File: src/rtl/sign_magnitude_restore_pkg.sv
// rtl/sign_magnitude_restore_pkg.sv - shared definitions for the sign/magnitude restore block
//
// Purpose:
//   Common constants and FSM encodings used by sign_magnitude_restore and
//   its chunk negation helper.
//
// Contents:
//   WordWidth           - default datapath word width
//   SmChunkWidthDefault - default number of bits negated per cycle
//   SmMostNeg           - most-negative 32-bit two's-complement value
//   sm_state_e          - FSM state encoding (SM_IDLE / SM_CONVERT / SM_DONE)

package sign_magnitude_restore_pkg;

  localparam int WordWidth           = 32;
  localparam int SmChunkWidthDefault = 8;

  // The one operand whose magnitude does not fit a positive signed word.
  localparam logic [31:0] SmMostNeg = 32'h8000_0000;

  typedef enum logic [1:0] {
    SM_IDLE    = 2'd0,
    SM_CONVERT = 2'd1,
    SM_DONE    = 2'd2
  } sm_state_e;

endpackage

File: src/rtl/sign_magnitude_chunk_negate.sv
// rtl/sign_magnitude_chunk_negate.sv - one chunk of a chunk-serial two's-complement negation
//
// Purpose:
//   Combinational slice of a ripple negation. With i_invert=1 it computes
//   ~i_chunk + i_carry and reports the carry-out; with i_invert=0 the chunk
//   passes through unchanged and no carry is generated.
//
// Ports:
//   i_chunk  in  CHUNK_WIDTH  chunk of the working word
//   i_invert in  1            1 = negate this chunk (operand is negative)
//   i_carry  in  1            carry from the previous (lower) chunk
//   o_chunk  out CHUNK_WIDTH  resulting chunk
//   o_carry  out 1            carry into the next (higher) chunk

module sign_magnitude_chunk_negate
  import sign_magnitude_restore_pkg::*;
#(
  parameter int CHUNK_WIDTH = SmChunkWidthDefault
) (
  input  logic [CHUNK_WIDTH-1:0] i_chunk,
  input  logic                   i_invert,
  input  logic                   i_carry,
  output logic [CHUNK_WIDTH-1:0] o_chunk,
  output logic                   o_carry
);

  logic [CHUNK_WIDTH-1:0] w_operand;
  logic                   w_carry_in;
  logic [CHUNK_WIDTH:0]   w_sum;

  // The carry is only meaningful while negating; masking it here keeps a
  // positive operand bit-exact even if a stale carry were presented.
  assign w_operand  = i_invert ? ~i_chunk : i_chunk;
  assign w_carry_in = i_invert & i_carry;
  assign w_sum      = {1'b0, w_operand} + {{CHUNK_WIDTH{1'b0}}, w_carry_in};

  assign o_chunk = w_sum[CHUNK_WIDTH-1:0];
  assign o_carry = w_sum[CHUNK_WIDTH];

endmodule

File: src/rtl/sign_magnitude_restore.sv
// rtl/sign_magnitude_restore.sv - two's-complement word to sign plus unsigned magnitude, chunk-serial
//
// Purpose:
//   Converts a two's-complement operand into a sign bit and an unsigned
//   magnitude for the multiply/divide path. Negation is performed one chunk
//   per cycle, LSB chunk first, with a registered carry between chunks so
//   only a CHUNK_WIDTH adder sits in the path.
//
// Build option:
//   SIGN_MAG_FAST_POSITIVE_EN - when defined, non-negative operands skip the
//   CONVERT phase and the result is valid the cycle after accept. When not
//   defined, every operand takes NUM_CHUNKS cycles (fixed latency).
//
// Ports:
//   clock          in  1           system clock, rising edge
//   reset          in  1           synchronous, active-high
//   in_Valid       in  1           in_Operand is valid this cycle
//   in_Operand     in  WORD_WIDTH  two's-complement input
//   out_Accept     out 1           IDLE; operand is latched this edge if in_Valid=1
//   out_Valid      out 1           result is valid
//   out_Sign       out 1           1 = operand was negative
//   out_Magnitude  out WORD_WIDTH  unsigned |operand| (modulo 2^WORD_WIDTH)
//   out_Overflow   out 1           operand was the most-negative value
//   in_Taken       in  1           consumer takes the result (only while out_Valid=1)

module sign_magnitude_restore
  import sign_magnitude_restore_pkg::*;
#(
  parameter int WORD_WIDTH  = WordWidth,
  parameter int CHUNK_WIDTH = SmChunkWidthDefault
) (
  input  logic                  clock,
  input  logic                  reset,
  input  logic                  in_Valid,
  input  logic [WORD_WIDTH-1:0] in_Operand,
  output logic                  out_Accept,
  output logic                  out_Valid,
  output logic                  out_Sign,
  output logic [WORD_WIDTH-1:0] out_Magnitude,
  output logic                  out_Overflow,
  input  logic                  in_Taken
);

  // WORD_WIDTH is expected to be a whole multiple of CHUNK_WIDTH.
  localparam int NUM_CHUNKS = WORD_WIDTH / CHUNK_WIDTH;
  localparam int IDX_W      = (NUM_CHUNKS > 1) ? $clog2(NUM_CHUNKS) : 1;

  localparam logic [IDX_W-1:0]      LAST_IDX = IDX_W'(NUM_CHUNKS - 1);
  localparam logic [WORD_WIDTH-1:0] MOST_NEG = {1'b1, {(WORD_WIDTH-1){1'b0}}};

  sm_state_e r_state;
  sm_state_e w_next_state;

  logic [WORD_WIDTH-1:0]  r_word;
  logic                   r_sign;
  logic                   r_carry;
  logic [IDX_W-1:0]       r_idx;

  logic [CHUNK_WIDTH-1:0] w_chunk_in;
  logic [CHUNK_WIDTH-1:0] w_chunk_out;
  logic                   w_carry_out;
  logic                   w_accept_fire;
  logic                   w_last_chunk;

  assign w_accept_fire = (r_state == SM_IDLE) && in_Valid;
  assign w_last_chunk  = (r_idx == LAST_IDX);
  assign w_chunk_in    = r_word[r_idx*CHUNK_WIDTH +: CHUNK_WIDTH];

  sign_magnitude_chunk_negate #(
    .CHUNK_WIDTH (CHUNK_WIDTH)
  ) u_chunk_negate (
    .i_chunk  (w_chunk_in),
    .i_invert (r_sign),
    .i_carry  (r_carry),
    .o_chunk  (w_chunk_out),
    .o_carry  (w_carry_out)
  );

  // ---------------------------------------------------------------------
  // FSM state register
  // ---------------------------------------------------------------------
  always_ff @(posedge clock) begin
    if (reset) begin
      r_state <= SM_IDLE;
    end else begin
      r_state <= w_next_state;
    end
  end

  // ---------------------------------------------------------------------
  // FSM next-state and handshake outputs
  // ---------------------------------------------------------------------
  always_comb begin
    w_next_state = r_state;
    out_Accept   = 1'b0;
    out_Valid    = 1'b0;
    out_Overflow = 1'b0;

    unique case (r_state)
      SM_IDLE: begin
        out_Accept = 1'b1;
        if (in_Valid) begin
`ifdef SIGN_MAG_FAST_POSITIVE_EN
          // A non-negative operand is already its own magnitude.
          w_next_state = in_Operand[WORD_WIDTH-1] ? SM_CONVERT : SM_DONE;
`else
          w_next_state = SM_CONVERT;
`endif
        end
      end

      SM_CONVERT: begin
        if (w_last_chunk) begin
          w_next_state = SM_DONE;
        end
      end

      SM_DONE: begin
        out_Valid = 1'b1;
        // Only the most-negative operand leaves sign=1 with this bit pattern.
        out_Overflow = r_sign && (r_word == MOST_NEG);
        if (in_Taken) begin
          w_next_state = SM_IDLE;
        end
      end

      default: begin
        w_next_state = SM_IDLE;
      end
    endcase
  end

  // ---------------------------------------------------------------------
  // Working register, chunk index and registered carry
  // ---------------------------------------------------------------------
  always_ff @(posedge clock) begin
    if (reset) begin
      r_word  <= '0;
      r_sign  <= 1'b0;
      r_carry <= 1'b0;
      r_idx   <= '0;
    end else if (w_accept_fire) begin
      // The +1 of the negation enters as the initial carry into chunk 0.
      r_word  <= in_Operand;
      r_sign  <= in_Operand[WORD_WIDTH-1];
      r_carry <= 1'b1;
      r_idx   <= '0;
    end else if (r_state == SM_CONVERT) begin
      r_word[r_idx*CHUNK_WIDTH +: CHUNK_WIDTH] <= w_chunk_out;
      r_carry <= w_carry_out;
      r_idx   <= w_last_chunk ? '0 : r_idx + 1'b1;
    end
  end

  assign out_Sign      = r_sign;
  assign out_Magnitude = r_word;

endmodule

File: config.mk
export PLATFORM = sky130hd
export DESIGN_NAME = sign_magnitude_restore
export DESIGN_NICKNAME = d
export VERILOG_FILES = /design/src/rtl/sign_magnitude_restore_pkg.sv /design/src/rtl/sign_magnitude_chunk_negate.sv /design/src/rtl/sign_magnitude_restore.sv
export SDC_FILE = /design/constraint.sdc
export NUM_CORES = 1
export LEC_CHECK = 0
export CORE_ASPECT_RATIO = 1.25
export CORE_UTILIZATION = 50
export CTS_CLUSTER_SIZE = 16
export DETAILED_ROUTE_END_ITERATION = 7
export DONT_BUFFER_PORTS = 1
export PLACE_DENSITY_LB_ADDON = 0.15
export REMOVE_ABC_BUFFERS = 1
export SYNTH_ARGS = -nofsm -noshare
export SYNTH_HDL_FRONTEND = slang
export SYNTH_SLANG_ARGS = --single-unit
File: constraint.sdc
create_clock -name clock -period 3.8 [get_ports clock]
set_clock_uncertainty 0.2 [all_clocks]
set_input_delay 0.76 -clock clock [delete_from_list [all_inputs] [get_ports clock]]
set_output_delay 0.76 -clock clock [all_outputs]
set_load 0.005 [all_outputs]
==> results of run 1 <==
==> cells by family after synthesis <==
group / count (synthesis) / synth area share [%]
xor gates and xnor gates: 9 / 3.50
AOI/OAI and AO/OA: 74 / 25.6
DFF: 38 / 33.8
buffers and inverters: 18 / 5.39
adders and majority gates: 6 / 3.33
and+or+nand+nor: 75 / 18.5
muxes: 11 / 9.94
==> registers in the layout, indices dropped and copies added, names as in the netlist <==
| signal | count |
|---|---|
| out_Sign | 1 |
| r_state | 2 |
| out_Magnitude | 32 |
| r_idx | 2 |
| r_carry | 1 |
==> where the power goes <==
group | total [mW] | internal [mW] | switching, mW | leakage [nW]
Combinational | 0.187 | 0.0811 | 0.106 | 0.457
Clock | 0.339 | 0.196 | 0.143 | 0.0524
Sequential | 0.465 | 0.425 | 0.0406 | 0.312
Total | 0.992 | 0.702 | 0.290 | 0.821
==> layout by cell type, fill, tap and decap left out, types with 2 or more instances in the layout <==
master and instances:
dfxtp_1 38, a22oi_1 23, nor2_1 21, o32ai_1 12
nand2_1 11, a222oi_1 11, o22ai_1 9, nor4_1 8
xnor2_1 7, a21oi_1 7, ha_1 6, mux4_2 5
nor3_1 5, nand2b_1 5, clkbuf_8 5, buf_4 5
inv_1 4, nor2b_1 4, mux4_1 3, a21o_2 3
a21o_1 3, or2b_2 3, and2_1 2, nand4_1 2
nand3_1 2, mux2_2 2, a21oi_2 2, and3_4 2
xor2_1 2, o21ai_0 2, clkbuf_1 2
==> worst reg2reg max path, stage by stage, from the launching register on <==
cell	delay, ps
dfxtp_1	590
inv_1	320
xnor2_1	240
ha_1	320
ha_1	360
nand2b_1	90
a22oi_1	240
xor2_1	340
o22ai_1	150
==> routing by layer <==
metal | GRT usage [%] | up-vias | wire, microns
met1 | 40.5 | 1008 | 2710
met5 | 0 | - | 0
met2 | 48.8 | 142 | 3490
met3 | 8.60 | 21 | 747
li1 | - | 927 | -
met4 | 12.0 | 0 | 175
==> worst paths after layout <==
kind | to | cells after the start | slack [ps] | from
setup / recovery | out_Magnitude[12] | 8 | 820 | out_Sign
hold / removal | out_Magnitude[1] | 1 | 330 | reset
setup reg to reg | out_Magnitude[12] | 8 | 820 | out_Sign
hold reg to reg | r_carry | 2 | 340 | r_carry
==> layout make-up <==
class / count / share of cell area, %
Sequential cell: 38 / 32.2
Clock inverter: 1 / 1.27
Timing Repair Buffer: 5 / 1.59
Multi-Input combinational cell: 175 / 58.1
Inverter: 4 / 0.636
Clock buffer: 7 / 3.23
Tap cell: 56 / 2.97
==> metrics by stage <==
step	instance area [sq um]	total power [mW]	setup WS, ps	hold WS [ps]	instances
floorplan	2150	0.600	891	284	217
global placement	2250	0.651	1100	302	278
detailed placement	2250	0.656	901	312	278
CTS	2360	0.990	898	322	286
global route	2360	1.03	581	321	286
finish	2360	0.992	818	329	286
==> summary.md, run 1 <==
| Metric | Value |
|---|---|
| Area Overhead vs Synth | 4.77% |
| Most used DFF post-synth | dfxtp_1 |
| Seq. cell area | 761 sq um |
| Pwr dens | 420 nW/um^2 |
| Antenna violations before repair | 0 |
| Clk root buf | clkbuf_8 |
| Commonest cells post-synth | dfxtp_1, a22oi_1, nor2_1 |
| Grt total ovfl | 0 |
| Worst setup EP type | flip-flop |
| GPL Wtd Cong | 0.889 |
| Clock buffer depth | 2 |
| Core box area | 4200 sq um |
| RSZ-0062 raised after global routing | false |
| First-pass GRT wire length | 10900 microns |
| CTS Hold Bufs | 0 |
| Syn avg cell area | a little under 10 sq um |
| Vias in the first global route | between 2000 and 2500 |
| CTS H-tree depth | 2 |
| Sequential-to-total area share from yosys stat | 33.8% |
| Final slew viol count | 0 |
| Distinct cells, synth | 47 |
| Most frequent CP cell | ha_1 |
| Clk slew on worst S/H paths | 80 ps |
| Vias per Instance | approximately 7.3 |
| DRT Wirelength | 7130 microns |
| Slowest cell delay on critical path | ~600 ps |
| Post-layout util | between 50% and 60% |
| Total clock buffers created by CTS | 5 |
| Wire per inst | 24.9 microns |
| I/O pins | 72 |
| YS warnings | 0 |
| Site Rows | 26 |
| Final Cycle Share | about four fifths |
| Initial Util | between 50% and 60% |
| Synth area leaders | dfxtp_1, a22oi_1, mux4_2, a222oi_1, o32ai_1 |
| Yosys top cell area share | about a third |
| CTS sink cnt | 38 |
| Hpwl dp | between 5000 and 6000 microns |
| CTS tree | built |
| Worst Tran Pin Value | 1220 ps |
| P_leak | roughly 0.82 nW |
| Fin crit period | a little under 3000 ps |
| DIE WIDTH | a little over 60 microns |
| Final Hold Fails | 0 |
| Worst endpoint data arrival time | roughly 3000 ps |
| Clk_lat worst skew | 290 ps |
| Crit-path max FO | 12 |
| Worst vdd ir | around 0.32 mV |
| PortBufs | 0 |
| Buf/Inv on CP | 1 |
| Largest net degree at the start of global routing | 43 |
| Die height | between 70 and 80 microns |
| CP max-delay cell | dfxtp_1 |
| Total number of vias | 2098 |
| Crit Path Category | reg2reg |
| Slew HR | 18.8% |
| Leading area contributor after synthesis | dfxtp_1 |
| Post-synthesis instance total | 231 |
| # diodes | 0 |
| CP cell instances | inv_1, xnor2_1, ha_1, ha_1, nand2b_1, a22oi_1, xor2_1, o22ai_1 |
| 1st-iter DRT viols | approximately 210 |
| Multi-input logic area | between 1000 and 1500 sq um |
| Global Route Usage Sum | between 30% and 40% |
| NumNets Final | 271 |
| Worst Path Required | about 3800 ps |
| # DRC | 0 |
| Fillers | slightly above 400 |
| Die area | 4780 sq um |
| Status | finished clean |
| Layout cell share with drive strength beyond 1 | between 10% and 20% |
| Post-DRT Antenna Nets | 0 |
| Worst Hold Class | in2reg |
| Number of synthesized register bits | 38 |
| Post-cts resize count | 0 |
| Max-cap violations | 0 |
| Fmax | 335 MHz |
| Total negative slack | 0 ps |
| Synth async-reset ratio | 0% |
| CP top delay family | adder cells |
| Most frequent cell after synthesis | dfxtp_1 |
| Final setup viols | 0 |
| Startpoint types | flip-flop |
| Post-synth EDFFs | 0 |
| Post CTS Setup Buffer Count | 0 |
| First-pass iteration count of the detailed router | 8 |
| Post-Syn Area | around 2300 sq um |
Power figures use the tool's default switching activity.
==> run 2: changes to the inputs <==
--- a/config.mk
+++ b/config.mk
@@ -5,6 +5,7 @@
 export SDC_FILE = /design/constraint.sdc
 export NUM_CORES = 1
 export LEC_CHECK = 0
+export ABC_AREA = 1
 export CORE_ASPECT_RATIO = 1.25
 export CORE_UTILIZATION = 50
 export CTS_CLUSTER_SIZE = 16
==> constraint.sdc (replaced) <==
create_clock -name clock -period 2.8 [get_ports clock]
set_clock_uncertainty 0.2 [all_clocks]
set_input_delay 0.56 -clock clock [delete_from_list [all_inputs] [get_ports clock]]
set_output_delay 0.56 -clock clock [all_outputs]
set_load 0.005 [all_outputs]
==> run 2 against run 1 <==
  * Global-route usage is 1.4 points higher
  * Critical path type unchanged
  * Fmax increased by 17%
  * Wire length rose by 17%
==> summary.md, run 2 <==
| Metric | Value |
|---|---|
| Status | finished clean |
| End point of the critical path | out_Magnitude[10] |
| Synth async-reset ratio | 0% (unchanged) |
| CP cell instances | inv_2, nand2_2, nand3_2, nand2_1, nand2_1, and2_1, ha_1, nand3_4, nand2_1, nor3_1, nand2_1, a31oi_1 |
| Clock buffer depth | 2 (unchanged) |
| Die area | 5480 sq um (+15%) |
| Slew HR | 64.7% (+46 points) |
| I/O pins | 72 (unchanged) |
| Worst endpoint data arrival time | 2580 ps (-370 ps) |
| Commonest cells post-synth | nand2_1, dfxtp_1, inv_1 |
| Core box area | 4870 sq um (+16%) |
| Clk slew on worst S/H paths | 80 ps (about the same) |
| Slowest cell delay on critical path | 550 ps (-40 ps) |
| Sequential-to-total area share from yosys stat | 29.3% (-4.4 points) |
| Site Rows | 28 (+7.7%) |
| DIE WIDTH | 66.4 microns (+7.0%) |
| DRT Wirelength | 8360 microns (+17%) |
| Clk root buf | clkbuf_8 |
| # diodes | 0 (unchanged) |
| YS warnings | 0 (unchanged) |
| Reg-to-reg endpoint | out_Magnitude[10] |
| Reg2reg path depth | 12 (+4) |
| RSZ-0062 raised after global routing | false |
| Antenna violations before repair | 0 (unchanged) |
| Worst Path Required | 2830 ps (-940 ps) |
| Syn avg cell area | 6.68 sq um (-32%) |
| Reg2Reg Setup Slack | 260 ps (-560 ps) |
| Commonest non-fill, non-tap cell in the layout | nand2_1 |
| Post-DRT Antenna Nets | 0 (unchanged) |
| Vias per Instance | 5.88 (-20%) |
| Post-synth EDFFs | 0 (unchanged) |
| Area Overhead vs Synth | 5.50% |
| CTS H-tree depth | 2 (unchanged) |
| Final setup viols | 0 (unchanged) |
| Layout cell share with drive strength beyond 1 | 14.4% (+0.085 points) |
| Final Hold Fails | 0 (unchanged) |
| Total negative slack | 0 ps (unchanged) |
| CTS sink cnt | 38 (unchanged) |
| Initial Util | 53.2% (-0.46 points) |
| Most frequent CP cell | nand2_1 |
| Crit-path max FO | 13 (+1) |
| Worst vdd ir | 0.303 mV (-5.1%) |
| Number of synthesized register bits | 38 (unchanged) |
| Max-cap violations | 0 (unchanged) |
| Final Cycle Share | 90.9% (+12 points) |
| Global Route Usage Sum | 32.9% (+1.4 points) |
| Most used DFF post-synth | dfxtp_1 |
| CTS tree | built |
| P_leak | 1.15 nW (+40%) |
| Vias in the first global route | 2512 (+19%) |
| Startpoint types | flip-flop |
| Largest net degree at the start of global routing | 38 (-12%) |
| Leading area contributor after synthesis | dfxtp_1 |
| Fin cells | 448 (+57%) |
| NumNets Final | 429 (+58%) |
| Worst Hold Class | in2reg |
| Worst Tran Pin Value | 526 ps (-693 ps) |
| # DRC | 0 (unchanged) |
| Pwr dens | 515 nW/um^2 (+22%) |
| Post CTS Setup Buffer Count | 0 (unchanged) |
| GPL Wtd Cong | 0.948 (+6.5%) |
| PortBufs | 0 (unchanged) |
| R2r startpoint | r_idx[0] |
| Fin crit period | 2540 ps (-437 ps) |
| Grt total ovfl | 0 (unchanged) |
| Commonest non-fill, non-tap cells in the layout | nand2_1, inv_1, dfxtp_1 |
| First-pass iteration count of the detailed router | 4 (-4) |
| CP max-delay cell | dfxtp_1 |
| Hold depth | 1 (unchanged) |
| Yosys top cell area share | 29.3% (-4.4 points) |
| First-pass GRT wire length | 13100 microns (+21%) |
| Post-synthesis instance total | 388 (+68%) |
| Cells after DPL | 440 (+58%) |
| Wire per inst | 18.7 microns (-25%) |
| Total clock buffers created by CTS | 5 (unchanged) |
| Die height | 82.5 microns (+7.1%) |
| 1st-iter DRT viols | 250 (+17%) |
| Crit Path Category | reg2reg |
| Hpwl dp | 6440 microns (+27%) |
| Post-Syn Area | 2590 sq um (+15%) |
| Final slew viol count | 0 (unchanged) |
| Synth area leaders | dfxtp_1, nand2_1, nand3_1, inv_1, a31oi_1 |
| Total number of vias | 2635 (+26%) |
| Number of flip-flops in the largest register | 32 (unchanged) |
| Fmax | 393 MHz (+17%) |
| Clk_lat worst skew | 300 ps (about the same) |
| Critical Path Source | r_idx[0] |
| Most frequent cell after synthesis | nand2_1 |
| Distinct cells, synth | 37 (-21%) |
| CTS Hold Bufs | 0 (unchanged) |
| Fillers | 510 (+23%) |
| Worst setup EP type | flip-flop |
## run 2: cell types whose count changed in the layout (fill, tap and decap cells not counted), moves of 7 or more
cell      before  now
o21ai_0        2   10
xnor2_1        7    0
a31oi_1        0   16
a21oi_1        7   17
o32ai_1       12    0
a222oi_1      11    0
o22ai_1        9    1
nand4_1        2   13
nand3_2        0   10
nand2_2        0    8
inv_1          4   38
a22oi_1       23    0
nand3_1        2   32
nand2_1       11  121
## run 2: cell families after synthesis
kind of cell / Yosys count / synth area share [%]
buf+inv: 60 / 10.4
xor+xnor: 3 / 1.30
fa+ha+maj: 6 / 2.90
simple gates: 230 / 44.4
flops: 38 / 29.3
compound gates: 51 / 11.6
## run 2: how the worst min path moves through the flow
stage            start               end
3_3_place_gp   r_carry           r_carry
4_1_cts          reset  out_Magnitude[9]
5_1_grt          reset  out_Magnitude[9]
2_1_floorplan  r_carry           r_carry
3_5_place_dp   r_carry           r_carry
6_report         reset  out_Magnitude[8]
## run 2: where the power goes
group          switching [mW]  internal, mW
clock network           0.212         0.263
logic                   0.207         0.100
registers              0.0501         0.576
## run 2: cell type report
cell class	instances	area [sq um]	area share, %
Clock inverter	3	40.0	1.46
Clock buffer	5	68.8	2.52
Multi-Input combinational cell	290	1560	57.1
Inverter	44	168	6.13
Tap cell	60	75.1	2.74
Timing Repair Buffer	8	60.1	2.20
Sequential cell	38	762	27.9
## run 2: stage by stage
step | cell area, sq um | hold WS [ps] | worst slack [ps] | util [%] | power, mW
2_1_floorplan | 2490 | 255 | 89.8 | - | 0.844
4_1_cts | 2730 | 117 | 164 | 56.1 | 1.41
3_5_place_dp | 2630 | 283 | 181 | 53.9 | 0.942
5_1_grt | 2740 | 107 | 56.8 | 56.2 | 1.48
6_report | 2740 | 123 | 255 | 56.2 | 1.41
3_3_place_gp | 2630 | 269 | 189 | 53.9 | 0.940
## run 2: layer usage
layer / wire length [microns] / GRT usage [%]
met1: 3540 / 41.3
met3: 520 / 7.42
met4: 151 / 13.4
met2: 4150 / 54.1
met5: 0 / 0
## run 2: what timing repair did
| action | 4_1_cts | 5_1_grt |
|---|---|---|
| endpoints found under the hold margin | 0 | 0 |
| endpoints found under the setup margin | 0 | 3 |
| resized for setup | 0 | 1 |
## run 2: critical path: cells and delay by family (launching register included)
family / cells / cell delay (ps)
AOI/OAI and AO/OA: 1 / 140
adders and majority gates: 1 / 230
buffers and inverters: 1 / 200
DFF: 1 / 550
and+or+nand+nor: 9 / 1160
==> run 3: changes to the inputs <==
--- a/config.mk
+++ b/config.mk
@@ -11,6 +11,7 @@
 export CTS_CLUSTER_SIZE = 16
 export DETAILED_ROUTE_END_ITERATION = 7
 export DONT_BUFFER_PORTS = 1
+export HOLD_SLACK_MARGIN = 0.02
 export PLACE_DENSITY_LB_ADDON = 0.15
 export REMOVE_ABC_BUFFERS = 1
 export SYNTH_ARGS = -nofsm -noshare
==> constraint.sdc (replaced) <==
create_clock -name clock -period 2.2 [get_ports clock]
set_clock_uncertainty 0.2 [all_clocks]
set_input_delay 0.44 -clock clock [delete_from_list [all_inputs] [get_ports clock]]
set_output_delay 0.44 -clock clock [all_outputs]
set_load 0.005 [all_outputs]
==> run 3 against run 2 <==
  * The flow now finishes with violations (negative setup slack)
  * First-iteration DRC count shrank 33%
  * Register-to-register slack lost 330 ps
  * Final cell count grew 9.6%
  * Wire length grew 9.0%
  * Die area is the same
  * Non-clock buffer count grew 43
  * Sequential cell count is the same
  * Critical path depth grew 3
  * Core utilization grew 11 points
  * Clock power grew 59%
  * Global-route usage grew 1.2 points
  * Sequential share of layout area shrank 4.3 points
  * Largest power group unchanged
==> summary.md, run 3 (same netlist as run 2, synthesis figures left out) <==
| Metric | Value |
|---|---|
| Status | finished, violations left |
| Failing checks | negative setup slack |
| Number of flip-flops in the largest register | 32 (unchanged) |
| Post-layout util | 67.0% (+11 points) |
| Worst Hold Class | in2reg |
| 1st-iter DRT viols | 168 (-33%) |
| Clock buffer depth | 2 (unchanged) |
| Pwr dens | 635 nW/um^2 (+23%) |
| Worst Path Required | 2230 ps (-600 ps) |
| Max-cap violations | 0 (unchanged) |
| Crit Path Category | reg2reg |
| Worst setup EP type | flip-flop |
| Commonest non-fill, non-tap cells in the layout | nand2_1, buf_4, inv_1 |
| DRT Wirelength | 9110 microns (+9.0%) |
| Fin cells | 491 (+9.6%) |
| CTS tree | built |
| Crit-path max FO | 4 (-9) |
| Worst vdd ir | 0.339 mV (+12%) |
| Clk root buf | clkbuf_8 |
| Die height | 82.5 microns (unchanged) |
| Total number of vias | 2787 (+5.8%) |
| Worst Tran Pin Value | 485 ps (-40.7 ps) |
| First-pass iteration count of the detailed router | 6 (+2) |
| Fmax | 440 MHz (+12%) |
| Area Overhead vs Synth | 25.8% |
| Largest net degree at the start of global routing | 34 (-11%) |
| Most frequent CP cell | nor2_1 |
| RSZ-0062 raised after global routing | true |
| Vias per Instance | 5.68 (-3.5%) |
| Hpwl dp | 6770 microns (+5.1%) |
| GPL Wtd Cong | 0.954 (+0.71%) |
| Final Hold Fails | 0 (unchanged) |
| Final setup margin | -72.4 ps (-328 ps) |
| Finished Cell Area | 3260 sq um (+19%) |
| Final setup viols | 8 (+8) |
| P_leak | 1.40 nW (+21%) |
| Commonest non-fill, non-tap cell in the layout | nand2_1 |
| Site Rows | 28 (unchanged) |
| Placed instance area | 2920 sq um (+11%) |
| CP top delay family | simple AND/OR/NAND/NOR gates |
| First-pass GRT wire length | 13600 microns (+3.9%) |
| Initial Util | 53.2% (unchanged) |
| Fillers | 474 (-7.1%) |
| Global Route Usage Sum | 34.1% (+1.2 points) |
| Clk slew on worst S/H paths | 80 ps (about the same) |
| Die area | 5480 sq um (unchanged) |
| Core box area | 4870 sq um (unchanged) |
| Wire per inst | 18.6 microns (-0.55%) |
| Final Power | 2.07 mW (+47%) |
| CP cell instances | inv_4, a21oi_2, o21ai_1, nand2_1, xor2_1, ha_2, ha_4, nand3_4, nor2_2, nand2_1, nand2_2, nand4_1, nor2_1, nor2_1, nor2_1 |
| DIE WIDTH | 66.4 microns (unchanged) |
| Grt total ovfl | 0 (unchanged) |
| Buf/Inv on CP | 1 (unchanged) |
| Slew HR | 67.4% (+2.7 points) |
| # DRC | 0 (unchanged) |
| # diodes | 0 (unchanged) |
| Final Cycle Share | 103% (+12 points) |
| Cells after DPL | 477 (+8.4%) |
| Post-DRT Antenna Nets | 0 (unchanged) |
| Clk_lat worst skew | 290 ps (about the same) |
| PortBufs | 0 (unchanged) |
| Vias in the first global route | 2710 (+7.9%) |
| Antenna violations before repair | 0 (unchanged) |
| Layout cell share with drive strength beyond 1 | 29.2% (+15 points) |
| Total clock buffers created by CTS | 5 (unchanged) |
| CTS sink cnt | 38 (unchanged) |
| Worst endpoint data arrival time | 2300 ps (-280 ps) |
| Slowest cell delay on critical path | 390 ps (-160 ps) |
| Hold Slack | 76.3 ps (-46.9 ps) |
| I/O pins | 72 (unchanged) |
| CP max-delay cell | dfxtp_4 |
| NumNets Final | 472 (+10%) |
| CTS H-tree depth | 2 (unchanged) |
| Final slew viol count | 0 (unchanged) |
| Fin crit period | 2270 ps (-272 ps) |
| Startpoint types | flip-flop |
run 3: worst register-to-register path, stage by stage (launching register included):
cell and delay, ps:
dfxtp_4 390, inv_4 40, a21oi_2 90, o21ai_1 70
nand2_1 80, xor2_1 170, ha_2 230, ha_4 150
nand3_4 90, nor2_2 100, nand2_1 80, nand2_2 90
nand4_1 160, nor2_1 150, nor2_1 50, nor2_1 80
run 3: per-layer routing:
metal / GRT usage, % / part of all wire, % / vias to the layer above
li1: - / - / 1362
met1: 43.4 / 43 / 1312
met2: 57.4 / 50 / 94
met3: 6.04 / 4.7 / 19
met4: 12.6 / 2.6 / 0
met5: 0 / 0 / -
run 3: report_power, final:
group          switching, mW  total, mW  internal, mW
Combinational          0.322      0.528         0.206
Sequential            0.0587      0.791         0.732
Clock                  0.268      0.753         0.484
Total                  0.649       2.07          1.42
run 3: final cells by class:
cell class,count,area [sq um],share of cell area [%]
tap,60,75.1,2.30
multi-input combinational,290,1680,51.6
clock buffer,6,82.6,2.53
sequential,38,769,23.6
inverter,44,168,5.14
clock inverter,2,60.1,1.84
timing repair buffer,51,424,13.0
run 3: metrics by stage:
step,TNS [ps],setup slack (ps)
after floorplan,-10500,-510
after global placement,-202,-58.1
after detailed placement,-524,-126
after CTS,-79.4,-47.6
final,-210,-72.4
after global routing,-1990,-240
run 3: path summary, 6_finish.rpt:
| path | from | endpoint | slack (ps) | cells past startpoint |
|---|---|---|---|---|
| worst min-delay path | reset | out_Sign | 80 | 1 |
| worst max register to register | r_idx[1] | out_Magnitude[30] | -70 | 15 |
| worst max-delay path | r_idx[1] | out_Magnitude[30] | -70 | 15 |
| worst min register to register | r_carry | r_carry | 300 | 2 |
run 3: what timing repair did:
| action | 4_1_cts | 5_1_grt |
|---|---|---|
| setup endpoints to repair | 14 | 25 |
| hold endpoints to repair | 34 | 0 |
| hold buffers | 3 | 0 |
| pin swaps | 13 | 16 |
| setup buffers | 3 | 1 |
| resized for setup | 14 | 28 |
